### config.mk
export PLATFORM = sky130hd
export DESIGN_NAME = button_event_decoder
export DESIGN_NICKNAME = d
export VERILOG_FILES = /design/src/rtl/button_event_decoder_pkg.sv /design/src/rtl/button_event_decoder_debounce_sync.sv /design/src/rtl/button_event_decoder.sv
export SDC_FILE = /design/constraint.sdc
export NUM_CORES = 1
export LEC_CHECK = 0
export CORE_ASPECT_RATIO = 0.9
export CORE_MARGIN = 2
export CORE_UTILIZATION = 60
export DETAILED_ROUTE_END_ITERATION = 8
export MAX_ROUTING_LAYER = met4
export PLACE_DENSITY_LB_ADDON = 0.05
export SKIP_LAST_GASP = 1
export SYNTH_ARGS = -nofsm -noshare
export SYNTH_HDL_FRONTEND = slang
export SYNTH_SLANG_ARGS = --single-unit
### constraint.sdc
create_clock -name clk_25m -period 2 [get_ports clk_25m]
set_input_delay 0.3 -clock clk_25m [delete_from_list [all_inputs] [get_ports clk_25m]]
set_output_delay 0.3 -clock clk_25m [all_outputs]
set_load 0.1 [all_outputs]
### src/rtl/button_event_decoder_pkg.sv
// Shared definitions for the push-button input path: FSM state encodings and
// default cycle counts for the 25 MHz system clock.
package button_event_decoder_pkg;

  typedef enum logic [1:0] {
    BTN_IDLE    = 2'd0,
    BTN_PRESSED = 2'd1,
    BTN_LONG    = 2'd2
  } btn_state_t;

  // 10 ms debounce window and 800 ms long-press threshold at 25 MHz
  localparam int DEFAULT_DEBOUNCE_CYCLES = 250000;
  localparam int DEFAULT_LONG_CYCLES     = 20000000;

endpackage

### src/rtl/button_event_decoder_debounce_sync.sv
// Two-flop synchroniser plus debounce counter for a raw mechanical input.
// Produces the debounced level and one-cycle rise/fall strobes on the flip edge.
module debounce_sync
  import button_event_decoder_pkg::*;
#(
  parameter int DEBOUNCE_CYCLES = DEFAULT_DEBOUNCE_CYCLES,
  parameter bit ACTIVE_LOW      = 1'b1
) (
  input  logic clk,
  input  logic rst,
  input  logic btn_in,
  output logic btn_level,
  output logic rise,
  output logic fall
);

  localparam int DW = (DEBOUNCE_CYCLES > 1) ? $clog2(DEBOUNCE_CYCLES) : 1;
  localparam logic [DW-1:0] DEB_LAST = DW'(DEBOUNCE_CYCLES - 1);

  logic          sync_1;
  logic          sync_2;
  logic          sync_p;
  logic [DW-1:0] deb_cnt;

  // Synchroniser resets to the idle pin level so no phantom press follows reset
  always_ff @(posedge clk or posedge rst) begin
    if (rst) begin
      sync_1 <= ACTIVE_LOW;
      sync_2 <= ACTIVE_LOW;
    end else begin
      sync_1 <= btn_in;
      sync_2 <= sync_1;
    end
  end

  assign sync_p = sync_2 ^ ACTIVE_LOW;

  always_ff @(posedge clk or posedge rst) begin
    if (rst) begin
      deb_cnt   <= '0;
      btn_level <= 1'b0;
      rise      <= 1'b0;
      fall      <= 1'b0;
    end else begin
      rise <= 1'b0;
      fall <= 1'b0;
      if (sync_p == btn_level) begin
        deb_cnt <= '0;
      end else if (deb_cnt == DEB_LAST) begin
        btn_level <= sync_p;
        deb_cnt   <= '0;
        rise      <= sync_p;
        fall      <= ~sync_p;
      end else begin
        deb_cnt <= deb_cnt + DW'(1);
      end
    end
  end

endmodule

### src/rtl/button_event_decoder.sv
// Push-button front end: debounced level, press/release strobes and a
// short/long press classifier driven by a hold-time counter.
module button_event_decoder
  import button_event_decoder_pkg::*;
#(
  parameter int DEBOUNCE_CYCLES = DEFAULT_DEBOUNCE_CYCLES,
  parameter int LONG_CYCLES     = DEFAULT_LONG_CYCLES,
  parameter bit ACTIVE_LOW      = 1'b1
) (
  input  logic clk_25m,
  input  logic rst,
  input  logic btn_in,
  output logic btn_level,
  output logic press_pulse,
  output logic release_pulse,
  output logic short_press,
  output logic long_press,
  output logic held_long
);

  localparam int HW = (LONG_CYCLES > 1) ? $clog2(LONG_CYCLES) : 1;
  localparam logic [HW-1:0] HOLD_LAST = HW'(LONG_CYCLES - 1);

  btn_state_t    state;
  btn_state_t    state_next;
  logic [HW-1:0] hold_cnt;
  logic          hold_done;
  logic          rise;
  logic          fall;

  debounce_sync #(
    .DEBOUNCE_CYCLES(DEBOUNCE_CYCLES),
    .ACTIVE_LOW     (ACTIVE_LOW)
  ) u_debounce (
    .clk      (clk_25m),
    .rst      (rst),
    .btn_in   (btn_in),
    .btn_level(btn_level),
    .rise     (rise),
    .fall     (fall)
  );

  assign press_pulse   = rise;
  assign release_pulse = fall;
  assign hold_done     = (hold_cnt == HOLD_LAST);

  always_ff @(posedge clk_25m or posedge rst) begin
    if (rst) begin
      state <= BTN_IDLE;
    end else begin
      state <= state_next;
    end
  end

  // A release landing on the threshold cycle wins, so the press counts as short
  always_comb begin
    state_next  = state;
    short_press = 1'b0;
    long_press  = 1'b0;
    case (state)
      BTN_IDLE: begin
        if (rise) begin
          state_next = BTN_PRESSED;
        end
      end
      BTN_PRESSED: begin
        if (fall) begin
          short_press = 1'b1;
          state_next  = BTN_IDLE;
        end else if (hold_done) begin
          long_press = 1'b1;
          state_next = BTN_LONG;
        end
      end
      BTN_LONG: begin
        if (fall) begin
          state_next = BTN_IDLE;
        end
      end
      default: begin
        state_next = BTN_IDLE;
      end
    endcase
  end

  // Counter saturates at the threshold so it never wraps during a long hold
  always_ff @(posedge clk_25m or posedge rst) begin
    if (rst) begin
      hold_cnt <= '0;
    end else if ((state == BTN_IDLE) && rise) begin
      hold_cnt <= '0;
    end else if ((state == BTN_PRESSED) && !hold_done) begin
      hold_cnt <= hold_cnt + HW'(1);
    end
  end

  always_ff @(posedge clk_25m or posedge rst) begin
    if (rst) begin
      held_long <= 1'b0;
    end else if (long_press) begin
      held_long <= 1'b1;
    end else if ((state == BTN_LONG) && fall) begin
      held_long <= 1'b0;
    end
  end

endmodule

# Word-level counts from Yosys, hierarchy flattened
# Index checks and enable logic that the tools add are counted.
[op_classes]
mux = 20
bitwise_logic = 2
n_addsub = 2
reduce_logical = 9
eq_ne = 8
[op_table]
columns = ["operator", "n"]
rows = [
  ["2-to-1 mux 25 bit", 2],
  ["2-to-1 mux 18 bit", 2],
  ["adder 25 x 1 -> 25 bit (second input constant)", 1],
  ["== test 25 bit (second input constant)", 1],
  ["adder 18 x 1 -> 18 bit (second input constant)", 1],
  ["== test 18 bit (second input constant)", 1],
  ["2-to-1 mux 1 bit", 11],
  ["2-to-1 mux 2 bit", 4],
  ["one-hot mux 2 bit (3 select lines)", 1],
  ["!= test 2 x 1 -> 1 bit (second input constant)", 2],
  ["nonzero test 2 bit", 2],
  ["logical AND 1 bit", 3],
  ["!= test 3 x 2 -> 1 bit (second input constant)", 1],
  ["AND reduction 3 bit", 1],
  ["== test 2 x 1 -> 1 bit (second input constant)", 1],
  ["== test 2 bit (second input constant)", 1],
  ["logical NOT 2 bit", 1],
  ["NOT 1 bit", 2],
  ["AND reduction 2 bit", 1],
  ["== test 1 bit", 1],
  ["logical NOT 1 bit", 1],
]
[totals]
elab_cells = 50
out_inout_bits = 6
regBits = 51
in_bits = 3

# Longest topological paths before layout
[logic_depth]
ltp_word = 5
mapped_depth = 8
ltp_nobuf = 6

# Modules after synthesis
# Synthesis repeated with hierarchy kept, for this count alone.
[hier_totals]
hier_cells = 279
area_unflattened_um2 = 2706.3
[by_module_without_submodules]
columns = ["module", "cells_per_inst", "seq_area_each_um2", "area_per_inst_um2", "n_inst"]
rows = [
  ["button_event_decoder", 172, 700.7, 1607.8, 1],
  ["debounce_sync", 107, 578.1, 1098.6, 1],
]

# Worst setup path after synthesis
# Ideal clock, no wire load.
[synth_timing]
path_type = "reg-to-output"
startpoint = "register hold_cnt[0]"
endpoint = "output long_press"
arrival_time_ns = 3.498
setup_slack_ns = -1.798
required_time_ns = 1.700
stages_incl_launch_ff = 7
path_cell_list = "dfrtp_1 ha_1 nand2_1 or3_1 buf_6 or2_1 nor3_1"
[synth_via]
elab_chain_len = 4
[synth_rtl]
columns = ["element", "line_no", "text"]
rows = [
  ["from (decl)", "button_event_decoder.sv:26", "logic [HW-1:0] hold_cnt;"],
  ["from (signal assigned)", "button_event_decoder.sv:93", "hold_cnt <= hold_cnt + HW'(1);"],
  ["== test 25 bit", "button_event_decoder.sv:45", "assign hold_done = (hold_cnt == HOLD_LAST);"],
  ["2-to-1 mux 1 bit", "button_event_decoder.sv:70", "end else if (hold_done) begin"],
  ["2-to-1 mux 1 bit", "button_event_decoder.sv:67", "if (fall) begin"],
  ["2-to-1 mux 1 bit", "button_event_decoder.sv:60", "case (state)"],
  ["to (decl)", "button_event_decoder.sv:17", "output logic long_press,"],
]
# No other way between the ends.

# Worst setup path in the final report
# Same ends and word-level chain as after synthesis.

==> flow_summary.yaml <==
sta:
  setup_viol: 1
  final-hold-violation-count: 0
  layout_min_cycle_time_ns: 2.18
  fin_setup_tns_ns: -0.178
  drv_slew: 0
  fin_skew_ns: 0.0154
  timing.fmax_mhz: 459
  rsz0062_at_grt: "true"
  fin_worst_hold_slack_ns: 0.315
  fin_ws_ns: -0.178
  slew_headroom_pct: 62.0
  worstMarginPinSlew_ns: 0.570
  final.period_utilization_pct: 109
final_layout:
  multiInputGateArea_um2: 1290
  nets: 307
  regMostFlops: "hold_cnt"
  largestRegisters: "hold_cnt: 25 flops, u_debounce.deb_cnt: 18 flops, state: 2 flops"
  regArea_um2: 1280
  antennaDiodeCount: 0
  fillCellCount: 303
  fin_area_um2: 3070
  drive_gt1_share_pct: 19.8
  largest_register_ffs: 25
  syn2layout_area_growth_pct: 19.6
clock_network:
  clk_latency_ns: 0.31
  numCtsBuffers: 5
  tritoncts: "built"
  cts_hold_buf: 0
  cts_root_buffer: "clkbuf_8"
  clockBufferDepth: 2
  path_clk_slew_ns: 0.09
  cts.sinks: 51
  h-tree-depth: 2
worst_setup_path:
  critPathLaunch: "hold_cnt[0]"
  slowest_delay_ns: 0.41
  cp_num_buf_inv: 1
  crit_slowest_cell: "dfrtp_1"
  cp-start-kind: "flip-flop"
  r2r_start: "hold_cnt[0]"
  path_class: "reg2out"
  crit_arrival_ns: 1.88
  ff2ff_path_depth: 6
  worstPathRequired_ns: 1.70
  cp-end-kind: "output port"
  rrSetupSlack_ns: 0.17
  cp_max_fo: 2
  critical_path.top_delay_family: "simple AND/OR/NAND/NOR gates"
  cp_cell_sequence: "ha_4 -> nand2_4 -> or3_4 -> or2_4 -> nor3_4 -> buf_12"
  reg2reg_to: "hold_cnt[10]"
die:
  die_w_um: 73.0
  initial_core_util_pct: 62.6
  row_count: 22
  dieArea_um2: 4820
  fp.coreArea_um2: 4100
  pin_count: 9
  die_h_um: 66.1
run_status:
  violations: "negative setup slack"
  outcome: "finished with violations"
synthesis:
  postSynthAreaPerCell_um2: 9.69
  synth_edf_count: 0
  async_reset_ff_share_pct: 100
  synthDistinctLibCells: 38
  ys_seq_area_share_pct: 49.8
  yosysTopAreaCell: "dfrtp_1"
  synthCells: 265
  ys.flop_type: "dfrtp_1"
  synth_area_leaders: "dfrtp_1 48%, nor2_1 6.4%, xor2_1 6.1%"
  synth_top_area_share_pct: 47.7
  synth_area_um2: 2570
  ys_warn_count: 0
  synth_seq_cells: 51
  yosys-top-cells-count: "49 x dfrtp_1, 44 x nor2_1, 23 x nand2_1"
  synth_nets: 270
  yosysMostFrequentCell: "dfrtp_1"
grt:
  grt_overflow: 0
  antenna_found_initial: 0
  grt_max_degree: 25
  grt_usage_pct: 27.4
  grt_pass1_vias: 2028
  grt_pass1_wl_um: 9640
flow_run:
  drv_cap: 0
routing:
  via_per_inst: 5.71
  wire_per_inst_um: 16.1
  wl_met3_um: 230
  wl_um: 5640
  top_layer: "met4"
  met2_length_um: 2760
  route.detailed.drc: 0
  final_antenna_net_count: 0
  dr.pass1.iters: 4
  vias: 2004
  m1WireLength_um: 2570
  drt_iter0_drc: 162
place:
  finalWeightedCongestion: 0.912
  port_buffers: 8
  detailed_place_hpwl_um: 3790
  placed_area_um2: 2890
power_and_ir_drop:
  power_density_nw_per_um2: 584
  vdd_drop_max_v: 0.000465
  p_leak_nw: 1.34
  finalPower_mw: 1.79
hold_path:
  min_path_type: "in2async"
## logic make-up (layout without fill, tap and decap cells)
logic type,count (synthesis),count (layout),share of synthesized area (%)
simple gates,142,142,28.6
buf+inv,12,50,2.34
fa+ha+maj,2,2,0.974
mux,5,5,1.95
xor+xnor,30,30,10.2
flops,51,51,49.8
compound gates,23,23,6.09
## routing by layer
layer,vias up,track usage (%)
met3,9,7.01
met1,950,34.8
met5,-,-
met4,0,9.26
li1,992,-
met2,53,43.0
## what timing repair did
action                                  4_1_cts  5_1_grt
cloned                                        0        0
setup buffers                                 4        3
pin swaps                                     6        0
endpoints found under the setup margin        1        4
resized for setup                             2        2
## layout make-up
cell class,instances,area share (%)
timing repair buffer,37,10.4
sequential,51,41.6
multi-input combinational,202,41.9
clock inverter,1,0.977
clock buffer,7,2.48
inverter,5,0.611
tap,48,1.95
## worst max-delay path by stage
| stage | to | slack (ns) | depth (start not counted) |
|---|---|---|---|
| after floorplan | long_press | -0.46 | 5 |
| after global placement | long_press | 0.12 | 6 |
| after detailed placement | long_press | 0.05 | 6 |
| after CTS | long_press | -0.18 | 6 |
| after global routing | long_press | -0.28 | 5 |
| final | long_press | -0.18 | 6 |
## layout by cell type, fill, tap and decap left out, types with 3 or more instances in the layout
master,Yosys,routed
buf_4,0,32
o21ai_0,5,5
o21ai_1,3,3
dfrtp_1,49,49
nor3_1,8,7
a21oi_1,4,4
buf_12,0,3
xor2_1,18,18
nor2_1,44,44
and3_1,3,3
nand3_1,21,21
nand2b_1,3,3
nand4_1,11,11
clkbuf_8,0,5
inv_1,5,4
o211ai_1,4,4
mux2i_1,5,5
and2_1,4,3
nand2_1,23,22
o31ai_1,3,3
nor4_1,7,5
xnor2_1,12,12
## per-stage QoR
stage               utilization, %  setup WS [ns]  std cells
floorplan                        -         -0.455        265
global placement              70.5          0.119        336
detailed placement            70.5         0.0502        336
CTS                           74.1         -0.181        348
global route                  74.9         -0.279        351
finish                        74.9         -0.178        351
## report_power, final
group / switching (mW) / internal, mW / total [mW]
Combinational: 0.0298 / 0.0129 / 0.0427
Sequential: 0.00629 / 1.04 / 1.05
Clock: 0.332 / 0.375 / 0.706
Total: 0.368 / 1.43 / 1.79
Note: power is estimated with default switching activity, not from simulation.
